===== config.mk =====
export PLATFORM = sky130hd
export DESIGN_NAME = irq_conditioner
export DESIGN_NICKNAME = d
export VERILOG_FILES = /design/src/rtl/irq_conditioner.sv
export SDC_FILE = /design/constraint.sdc
export NUM_CORES = 1
export LEC_CHECK = 0
export CORE_ASPECT_RATIO = 0.7
export CORE_MARGIN = 2
export CORE_UTILIZATION = 53
export DETAILED_ROUTE_END_ITERATION = 8
export PLACE_DENSITY = 0.76
export SYNTH_ARGS = -nofsm -noshare
export SYNTH_HDL_FRONTEND = slang
export SYNTH_SLANG_ARGS = --single-unit
export TNS_END_PERCENT = 10

===== constraint.sdc =====
create_clock -name clk -period 2.3 [get_ports clk]
set_input_delay 0.46 -clock clk [delete_from_list [all_inputs] [get_ports clk]]
set_output_delay 0.46 -clock clk [all_outputs]
set_load 0.02 [all_outputs]

===== src/rtl/irq_conditioner.sv =====
// Push-button interrupt conditioner: synchronises the raw pin, debounces both edges, and emits one
// fixed-width request pulse per accepted press. Also exposes the debounced level and a press counter.
module irq_conditioner #(
    parameter int SYNC_STAGES     = 2,
    parameter int DEBOUNCE_CYCLES = 16,
    parameter int PULSE_CYCLES    = 4,
    parameter int CNT_W           = 8
) (
    input  logic             clk,
    input  logic             resetn,
    input  logic             irq_in,
    input  logic             irq_enable,
    output logic             irq_req,
    output logic             irq_level,
    output logic             busy,
    output logic [CNT_W-1:0] press_cnt
);

    // state    | meaning
    // IDLE     | pin released and debounced low, waiting for a press
    // DB_HIGH  | pin seen high, counting stable high samples
    // ASSERT   | press accepted with irq_enable set, irq_req pulse in progress
    // HELD     | press accepted, waiting for the pin to drop
    // DB_LOW   | pin seen low, counting stable low samples

    localparam int MAX_CYC = (DEBOUNCE_CYCLES > PULSE_CYCLES) ? DEBOUNCE_CYCLES : PULSE_CYCLES;
    localparam int TMR_W   = $clog2(MAX_CYC + 1);
    localparam logic [TMR_W-1:0] DB_LOAD = TMR_W'(DEBOUNCE_CYCLES - 1);
    localparam logic [TMR_W-1:0] PL_LOAD = TMR_W'(PULSE_CYCLES - 1);

    typedef enum logic [2:0] {
        ST_IDLE    = 3'd0,
        ST_DB_HIGH = 3'd1,
        ST_ASSERT  = 3'd2,
        ST_HELD    = 3'd3,
        ST_DB_LOW  = 3'd4
    } state_t;

    logic [SYNC_STAGES-1:0] sync_q, sync_d;
    state_t                 state_q, state_d;
    logic [TMR_W-1:0]       db_cnt_q, db_cnt_d;
    logic [TMR_W-1:0]       pls_cnt_q, pls_cnt_d;
    logic                   irq_req_q, irq_req_d;
    logic                   irq_level_q, irq_level_d;
    logic                   busy_q, busy_d;
    logic [CNT_W-1:0]       press_cnt_q, press_cnt_d;
    logic                   pin_s;

    assign sync_d = {sync_q[SYNC_STAGES-2:0], irq_in};
    assign pin_s  = sync_q[SYNC_STAGES-1];

    // Both timers are down-counters: loaded with N-1 on entry, terminal count at zero.
    always_comb begin
        state_d     = state_q;
        db_cnt_d    = db_cnt_q;
        pls_cnt_d   = pls_cnt_q;
        irq_req_d   = 1'b0;
        irq_level_d = irq_level_q;
        press_cnt_d = press_cnt_q;

        case (state_q)
            ST_IDLE: begin
                if (pin_s) begin
                    state_d  = ST_DB_HIGH;
                    db_cnt_d = DB_LOAD;
                end
            end
            ST_DB_HIGH: begin
                if (!pin_s) begin
                    state_d = ST_IDLE;
                end else if (db_cnt_q == '0) begin
                    irq_level_d = 1'b1;
                    press_cnt_d = press_cnt_q + CNT_W'(1);
                    if (irq_enable) begin
                        state_d   = ST_ASSERT;
                        pls_cnt_d = PL_LOAD;
                        irq_req_d = 1'b1;
                    end else begin
                        state_d = ST_HELD;
                    end
                end else begin
                    db_cnt_d = db_cnt_q - TMR_W'(1);
                end
            end
            ST_ASSERT: begin
                if (pls_cnt_q == '0) begin
                    state_d = ST_HELD;
                end else begin
                    pls_cnt_d = pls_cnt_q - TMR_W'(1);
                    irq_req_d = 1'b1;
                end
            end
            ST_HELD: begin
                if (!pin_s) begin
                    state_d  = ST_DB_LOW;
                    db_cnt_d = DB_LOAD;
                end
            end
            ST_DB_LOW: begin
                if (pin_s) begin
                    state_d = ST_HELD;
                end else if (db_cnt_q == '0) begin
                    state_d     = ST_IDLE;
                    irq_level_d = 1'b0;
                end else begin
                    db_cnt_d = db_cnt_q - TMR_W'(1);
                end
            end
            default: begin
                state_d = ST_IDLE;
            end
        endcase

        busy_d = (state_d != ST_IDLE);
    end

    always_ff @(posedge clk or negedge resetn) begin
        if (!resetn) begin
            sync_q      <= '0;
            state_q     <= ST_IDLE;
            db_cnt_q    <= '0;
            pls_cnt_q   <= '0;
            irq_req_q   <= 1'b0;
            irq_level_q <= 1'b0;
            busy_q      <= 1'b0;
            press_cnt_q <= '0;
        end else begin
            sync_q      <= sync_d;
            state_q     <= state_d;
            db_cnt_q    <= db_cnt_d;
            pls_cnt_q   <= pls_cnt_d;
            irq_req_q   <= irq_req_d;
            irq_level_q <= irq_level_d;
            busy_q      <= busy_d;
            press_cnt_q <= press_cnt_d;
        end
    end

    assign irq_req   = irq_req_q;
    assign irq_level = irq_level_q;
    assign busy      = busy_q;
    assign press_cnt = press_cnt_q;

endmodule


==> impl_metrics.json <==
{
  "critPathLaunchType": "register",
  "grt_pass1_vias": 961,
  "hold_viol": 0,
  "path_delay_family": "simple AND/OR/NAND/NOR gates",
  "critPathCaptureType": "register",
  "synth_top_area_share_pct": 47.14,
  "r2r_slack_ps": 220,
  "cts.sinks": 26,
  "drt_pass1_iterations": 4,
  "critPathBufInv": 1,
  "initial_core_util_pct": 56.13,
  "final_common_cell": "dfrtp_1",
  "cp.required_ps": 2450,
  "grt_usage_pct": 18.96,
  "maxSlewHeadroom_pct": 64.91,
  "layout.nets": 148,
  "drv_cap": 0,
  "syn2layout_area_growth_pct": 16.23,
  "clockBufferDepth": 2,
  "worstHoldPathType": "reg -> reg",
  "rr_worst_depth": 6,
  "cts_tree": "built",
  "final_antenna_net_count": 0,
  "via_per_inst": 5.737,
  "cp_cell_sequence": "inv_1 -> ha_1 -> or4b_4 -> nor3b_2 -> o221ai_2 -> or3_1",
  "root_buffer": "clkbuf_8",
  "yosysUniqueCellTypes": 45,
  "powerDensity_mw_per_mm2": 872.7,
  "r2r_end": "busy$_DFF_PN0_",
  "yosys_warnings": 0,
  "worstPathArrival_ps": 2230,
  "syn-cell-area_mm2": 0.001380,
  "io_buffers": 14,
  "drc": 0,
  "ioPinCount": 15,
  "hpwlAfterDp_mm": 1.847,
  "cp-endpoint": "busy$_DFF_PN0_",
  "fin_skew_ps": 5.196,
  "grt_max_degree": 27,
  "die_x_um": 64.99,
  "wl_per_cell_um": 14.38,
  "path_depth": 6,
  "gp_congestion": 0.8320,
  "netlist_instances": 119,
  "final_cell_mix": "26 x dfrtp_1, 14 x clkdlybuf4s50_1, 8 x a21oi_1",
  "grt_setup_unrepaired": "false",
  "wl_mm": 2.459,
  "antenna_found_initial": 0,
  "setup_tns_ps": 0,
  "max_stage_delay_ps": 500,
  "syn_area_per_cell_um2": 11.60,
  "finalNonFillerCells": 171,
  "syn_nets": 128,
  "cts_buffers": 3,
  "clk_pin_slew_worst_paths_ps": 80,
  "min_period_ps": 2082,
  "grt_pass1_wl_mm": 4.305,
  "die_area_mm2": 0.003035,
  "final_layout_size_suffix_gt1_share_pct": 16.06,
  "critical_path.startpoint": "db_cnt_q[0]$_DFFE_PN0P_",
  "overflow": 0,
  "leakagePower_nw": 0.7209,
  "netlist_top_cells_area": "dfrtp_1 47%, ha_1 4.5%, xor2_1 3.2%",
  "crit_type": "reg -> reg",
  "cts_setup_buffers": 0,
  "design_area_mm2": 0.001604,
  "r2r_start": "db_cnt_q[0]$_DFFE_PN0P_",
  "post-route-period-util_pct": 90.53,
  "synth-seq-area-share_pct": 47.14,
  "cp_slowest_cell": "or4b_4",
  "synth_top_area_cell": "dfrtp_1",
  "path_max_fanout": 4,
  "max_freq_mhz": 480.3,
  "insertion_delay_ps": 270,
  "setup_viol_count_final": 0,
  "status": "complete, no violations",
  "cts_resized": 0,
  "rows": 15,
  "die_h_um": 46.70,
  "core_area_mm2": 0.002459,
  "ys_seq_elements": 26,
  "antenna_cells": 0,
  "placed_area_mm2": 0.001563,
  "nFillCells": 197,
  "cts_hold_buf": 0,
  "htree_levels": 1,
  "drt_iter0_markers": 37,
  "dp.cells": 168,
  "worst_pin_slew_ps": 525.3,
  "ir_drop_mv": 0.5671,
  "num_vias": 981,
  "final_max_slew_viol_count": 0
}
==> flip-flops by register name, indices dropped and copies added (netlist names) <==
| name | cells |
|---|---|
| busy | 1 |
| db_cnt_q | 5 |
| irq_level | 1 |
| irq_req | 1 |
| pls_cnt_q | 5 |
| press_cnt | 8 |
| state_q | 3 |
| sync_q | 2 |
==> synthesized netlist by cell type, drive strengths merged <==
master	number
a211o	2
a211oi	3
a21o	1
a21oi	8
and2	1
and3	3
and3b	1
buf	3
clkbuf	1
dfrtp	26
ha	5
inv	6
mux2	2
nand2	3
nand2b	5
nand3	2
nand3b	1
nand4	6
nor2	5
nor2b	1
nor3	5
nor3b	2
nor4b	1
o21ai	2
o221ai	1
o22ai	1
o31ai	3
o41ai	2
or3	2
or3b	1
or4b	2
or4bb	1
xnor2	6
xor2	5
==> kinds of logic (layout without fill, tap and decap cells) <==
| family | Yosys count | after routing | share of synthesized area, % |
|---|---|---|---|
| AND/OR/NAND/NOR | 42 | 42 | 22.12 |
| AO/OA/AOI/OAI | 23 | 23 | 12.15 |
| buffers and inverters | 10 | 28 | 4.351 |
| adder cells (fa/ha/maj) | 5 | 5 | 4.533 |
| multiplexers | 2 | 2 | 1.632 |
| flip-flops | 26 | 26 | 47.14 |
| XOR/XNOR | 11 | 11 | 8.068 |
==> worst min path at each step <==
stage,from,to,slack (ps),cells past startpoint
after floorplan,resetn,busy$_DFF_PN0_,160,0
after global placement,sync_q[0]$_DFF_PN0_,sync_q[1]$_DFF_PN0_,340,0
after detailed placement,sync_q[0]$_DFF_PN0_,sync_q[1]$_DFF_PN0_,340,0
after CTS,sync_q[0]$_DFF_PN0_,sync_q[1]$_DFF_PN0_,360,0
after global routing,sync_q[0]$_DFF_PN0_,sync_q[1]$_DFF_PN0_,370,0
final,sync_q[0]$_DFF_PN0_,sync_q[1]$_DFF_PN0_,360,0
==> cell type report <==
type	instances	area [um2]	area share (%)
repair buffers	19	177.7	11.08
flip-flops and latches	26	650.6	40.56
clock buffers	3	41.29	2.574
inverters	6	22.52	1.404
multi-input cells	83	669.4	41.73
well taps	34	42.54	2.652
==> metrics by stage <==
step | worst slack, ps | hold WS, ps | utilization (%) | power (mW)
finish | 217.9 | 359.7 | 65.24 | 1.400
global route | 121.8 | 369.6 | 65.24 | 1.506
CTS | 219.9 | 363.8 | 65.24 | 1.408
detailed placement | 243.9 | 344.3 | 63.56 | 1.153
global placement | 355.1 | 335.7 | 63.56 | 1.130
floorplan | 363.4 | 164.4 | - | 1.028
==> power breakdown <==
part           switching [mW]  total, mW  internal (mW)
Combinational           0.257      0.464          0.207
Clock                   0.131      0.249          0.117
Sequential              0.121      0.687          0.566
==> per-layer routing <==
layer / vias to the layer above / global-route usage (%) / part of all wire, %
met5: - / 0 / 0
met4: 0 / 4.255 / 0.33
met3: 2 / 4.645 / 3.1
met2: 17 / 32.99 / 47
met1: 489 / 24.46 / 49
li1: 473 / - / -
Note: power is estimated with default switching activity, not from simulation.
